===== src/rtl/multiply_unit.sv =====
// Handshaked signed W x W -> 2W multiplier: collects two indexed operands, multiplies, then offers the product.
// Define MULTIPLY_PIPELINE_EN to add a PIPE state that registers the product one more time before DONE.
module multiply_unit #(
  parameter int W = 16
) (
  input  logic           clk,
  input  logic           rst,
  input  logic           arg_valid,
  output logic           arg_ready,
  input  logic [W-1:0]   arg_data,
  input  logic           arg_addr,
  output logic           res_valid,
  input  logic           res_ready,
  output logic [2*W-1:0] res_data
);

  typedef enum logic [1:0] {
    LOAD = 2'd0,
    MUL  = 2'd1,
    DONE = 2'd2
`ifdef MULTIPLY_PIPELINE_EN
    , PIPE = 2'd3
`endif
  } state_t;

  state_t         state_q, state_d;
  logic [W-1:0]   op0_q, op1_q;
  logic [1:0]     loaded_q;
  logic [1:0]     loaded_next;
  logic           arg_fire;
  logic           res_fire;
  logic [2*W-1:0] product;

  assign arg_fire    = arg_valid && arg_ready;
  assign res_fire    = res_valid && res_ready;
  assign loaded_next = loaded_q | (2'b01 << arg_addr);
  assign product     = $signed(op0_q) * $signed(op1_q);

  // NOTE: sequential state is written with <= so every register samples pre-edge values.
  always_ff @(posedge clk or negedge rst) begin
    if (!rst) state_q <= LOAD;
    else      state_q <= state_d;
  end

  // NOTE: always_comb assigns a default first so no path leaves a signal unassigned (no latch).
  always_comb begin
    state_d = state_q;
    case (state_q)
      LOAD: if (arg_fire && loaded_next == 2'b11) state_d = MUL;
`ifdef MULTIPLY_PIPELINE_EN
      MUL:  state_d = PIPE;
      PIPE: state_d = DONE;
`else
      MUL:  state_d = DONE;
`endif
      DONE: if (res_fire) state_d = LOAD;
      default: state_d = LOAD;
    endcase
  end

  always_comb begin
    arg_ready = (state_q == LOAD);
    res_valid = (state_q == DONE);
  end

  // NOTE: operand registers are reset explicitly because a discarded partial set must read back as zero.
  always_ff @(posedge clk or negedge rst) begin
    if (!rst) begin
      op0_q <= '0;
      op1_q <= '0;
    end else if (arg_fire) begin
      if (arg_addr) op1_q <= arg_data;
      else          op0_q <= arg_data;
    end
  end

  // Flags are only ever cleared by a result transfer; a re-sent index just keeps its flag set.
  always_ff @(posedge clk or negedge rst) begin
    if (!rst)          loaded_q <= 2'b00;
    else if (res_fire) loaded_q <= 2'b00;
    else if (arg_fire) loaded_q <= loaded_next;
  end

`ifdef MULTIPLY_PIPELINE_EN
  logic [2*W-1:0] prod_q;

  always_ff @(posedge clk or negedge rst) begin
    if (!rst) begin
      prod_q   <= '0;
      res_data <= '0;
    end else begin
      if (state_q == MUL)  prod_q   <= product;
      if (state_q == PIPE) res_data <= prod_q;
    end
  end
`else
  always_ff @(posedge clk or negedge rst) begin
    if (!rst)                 res_data <= '0;
    else if (state_q == MUL)  res_data <= product;
  end
`endif

endmodule


===== config.mk =====
export PLATFORM = sky130hd
export DESIGN_NAME = multiply_unit
export DESIGN_NICKNAME = d
export VERILOG_FILES = /design/src/rtl/multiply_unit.sv
export SDC_FILE = /design/constraint.sdc
export NUM_CORES = 1
export LEC_CHECK = 0
export ABC_AREA = 1
export BUFFER_PORTS_ARGS = -buffer_cell sky130_fd_sc_hd__buf_2
export CAP_MARGIN = 20
export CORE_MARGIN = 2
export CORE_UTILIZATION = 65
export DETAILED_ROUTE_END_ITERATION = 8
export PLACE_DENSITY = 0.91
export SYNTH_ARGS = -nofsm -noshare
export SYNTH_HDL_FRONTEND = slang
export SYNTH_SLANG_ARGS = --single-unit

===== constraint.sdc =====
create_clock -name clk -period 6.5 [get_ports clk]
set_input_delay 1.3 -clock clk [delete_from_list [all_inputs] [get_ports clk]]
set_output_delay 1.3 -clock clk [all_outputs]
set_load 0.02 [all_outputs]

==> impl_metrics.tcl <==
set metrics [dict create \
    status "finished, final reports clean" \
    reg2reg_depth 20 \
    netlist_area_mm2 0.0134 \
    r2r_slack_ns 0.35 \
    post-route-period-util_pct 94.7 \
    drt_pass1_iterations 9 \
    ys_seq_area_share_pct 12.7 \
    hp-class "reg2reg" \
    wire_per_inst_um 18.0 \
    startpoint_type "flop" \
    die_area_mm2 0.0217 \
    tns_ns 0 \
    grt_pass1_wl_um 59000 \
    ys_ff_latch 68 \
    first_iter_violations 1215 \
    period_needed_ns 6.15 \
    instances_no_fill 2023 \
    initial_core_util_pct 66.0 \
    die_w_um 147 \
    hold_start "res_data[4]$_DFFE_PN0N_" \
    critPathLaunch "op0_q[12]$_DFFE_PN0P_" \
    cts_hold_buf 0 \
    path_class "reg2reg" \
    grt_use_total_pct 34.6 \
    grt_pass1_vias 11900 \
    rows 52 \
    routed_wirelength_um 36500 \
    final_max_slew_viol_count 0 \
    ys.flop_type "dfrtp_1" \
    antenna_found_initial 0 \
    ios 55 \
    cts_tree "built" \
    yosys.area.top_type "fa_1" \
    gp_congestion 0.939 \
    skew_ns 0.00880 \
    synth-async-reset-ratio_pct 100 \
    rsz0062_at_grt "false" \
    route.detailed.drc 0 \
    drtAntennaViolNets 0 \
    grt_max_degree 69 \
    cts_root_buf "clkbuf_16" \
    cts_buffers 9 \
    insertion_delay_ns 0.35 \
    path_clk_slew_ns 0.06 \
    core_area_mm2 0.0202 \
    num_antenna_cells 0 \
    r2r_start "op0_q[12]$_DFFE_PN0P_" \
    crit_fanout 17 \
    final_hold_viol_count 0 \
    grt_overflow 0 \
    vias 11400 \
    synth_nets 2103 \
    cts_max_level 3 \
    finalSetupViolations 0 \
    synth_cells 1738 \
    drive_above_1_share_pct 7.07 \
    synth_edf_count 0 \
    max-cap-violations 0 \
    cts_max_path_buffers 2 \
    end_kind "flop" \
    critPathArrivalTime_ns 6.43 \
    slew_headroom_pct 38.3 \
    whs_path_depth 2 \
    max_slew.worst_pin.slew_ns 0.926 \
    yosys_warnings 0 \
    crit_required_ns 6.77 \
    max_freq_ghz 0.162 \
    hold_ws_ns 0.473 \
    syn_to_final_growth_pct 6.31 \
    syn_area_per_cell_um2 7.69 \
    r2r_end "res_data[17]$_DFFE_PN0N_" \
    viasPerCell 5.62 \
    numPlacedInstances 2005 \
    die_h_um 147 \
    synthTopCellsByArea "fa_1 39%, inv_1 14%, nand2_1 14%, dfrtp_1 13%, ha_1 7.7%" \
    numPortBuffers 54 \
    nets 2113 \
    synth_cell_types 34 \
    synth_top_area_share_pct 39.3 \
    hpwl_um 28500 \
    hold_path_end "res_data[4]$_DFFE_PN0N_" \
    clock-sinks 68 \
]
## per-layer routing
metal  up-vias  GRT usage (%)  part of all wire, %
li1       4942              -                    -
met1      5478           45.6                   36
met2       750           57.0                   48
met3       200           5.99                   10
met4         0           15.0                  5.6
met5         -              0                    0
## flip-flops by register name, summed over array words and instances, names as in the netlist
| name | flops |
|---|---|
| loaded_q | 2 |
| op0_q | 16 |
| op1_q | 16 |
| res_data | 32 |
| state_q | 2 |
## through the flow
step	worst slack (ns)	util (%)	area, um2
after floorplan	0.882	-	13400
after global placement	0.454	68.3	13800
after detailed placement	0.394	68.3	13800
after CTS	0.371	69.9	14100
after global routing	0.0944	70.2	14200
final	0.345	70.2	14200
## critical path, cell delays in order (launching register included)
cell	delay, ns
dfrtp_1	0.86
nand2_1	0.20
fa_1	0.58
fa_1	0.48
fa_1	0.57
inv_1	0.08
fa_1	0.54
fa_1	0.54
inv_1	0.08
fa_1	0.50
inv_1	0.06
ha_1	0.37
nand2_1	0.09
nand2_1	0.11
nand2_1	0.10
nand3_1	0.18
a21oi_1	0.33
inv_1	0.07
nand2_1	0.07
nand3_1	0.15
nand2_1	0.13
## how the worst max path moves through the flow
stage	endpoint	slack (ns)	cells after the start
4_1_cts	res_data[23]$_DFFE_PN0N_	0.37	20
6_report	res_data[17]$_DFFE_PN0N_	0.35	20
3_5_place_dp	res_data[23]$_DFFE_PN0N_	0.39	20
5_1_grt	res_data[21]$_DFFE_PN0N_	0.09	20
3_3_place_gp	res_data[21]$_DFFE_PN0N_	0.45	20
2_1_floorplan	res_data[28]$_DFFE_PN0N_	0.88	22
## placed cells by master, fill, tap and decap left out, types with 3 or more instances in the layout
cell,count
inv_1,506
nand2_1,499
fa_1,261
ha_1,82
dfrtp_1,67
buf_2,54
nor2_1,49
o21ai_0,49
nand3_1,43
a21oi_1,30
buf_4,18
nand4_1,12
clkbuf_16,9
nor2_2,8
xnor2_1,7
o21bai_1,7
nand2_2,6
nor3_1,5
nand3_2,4
or2_2,3
inv_2,3
## kinds of logic (layout without fill, tap and decap cells)
logic type	after synthesis	in the layout	synth area share [%]
simple gates	637	637	19.4
xor+xnor	9	9	0.590
flops	68	68	12.7
fa+ha+maj	344	344	46.9
buf+inv	584	599	16.4
compound gates	96	96	3.91
## synthesized netlist by cell type, types with 3 or more instances
cell and n:
inv_1 506, nand3_1 43, nand3_2 4, xnor2_1 7, nand2_1 499, nand2_2 6, nor2_2 8, fa_1 262
nor3_1 5, o21ai_0 49, ha_1 82, o21bai_1 7, or2_2 3, inv_2 3, nand4_1 12, nor2_1 49
a21oi_1 30, dfrtp_1 68, clkbuf_1 72
## final cells by class
class / instances / area, um2
inverter: 509 / 1910
clock buffer: 10 / 239
timing repair buffer: 74 / 460
tap: 270 / 338
fill: 1474 / 6030
multi-input combinational: 1086 / 9470
clock inverter: 6 / 86.3
sequential: 68 / 1700
## timing repair
action,CTS,global route
buffers inserted,0,0
resized for setup,0,2
endpoints found under the setup margin,0,3
Power is left out: the tool's default activity adds up to more than one toggle a clock period on the data nets, which glitch-free logic cannot reach.
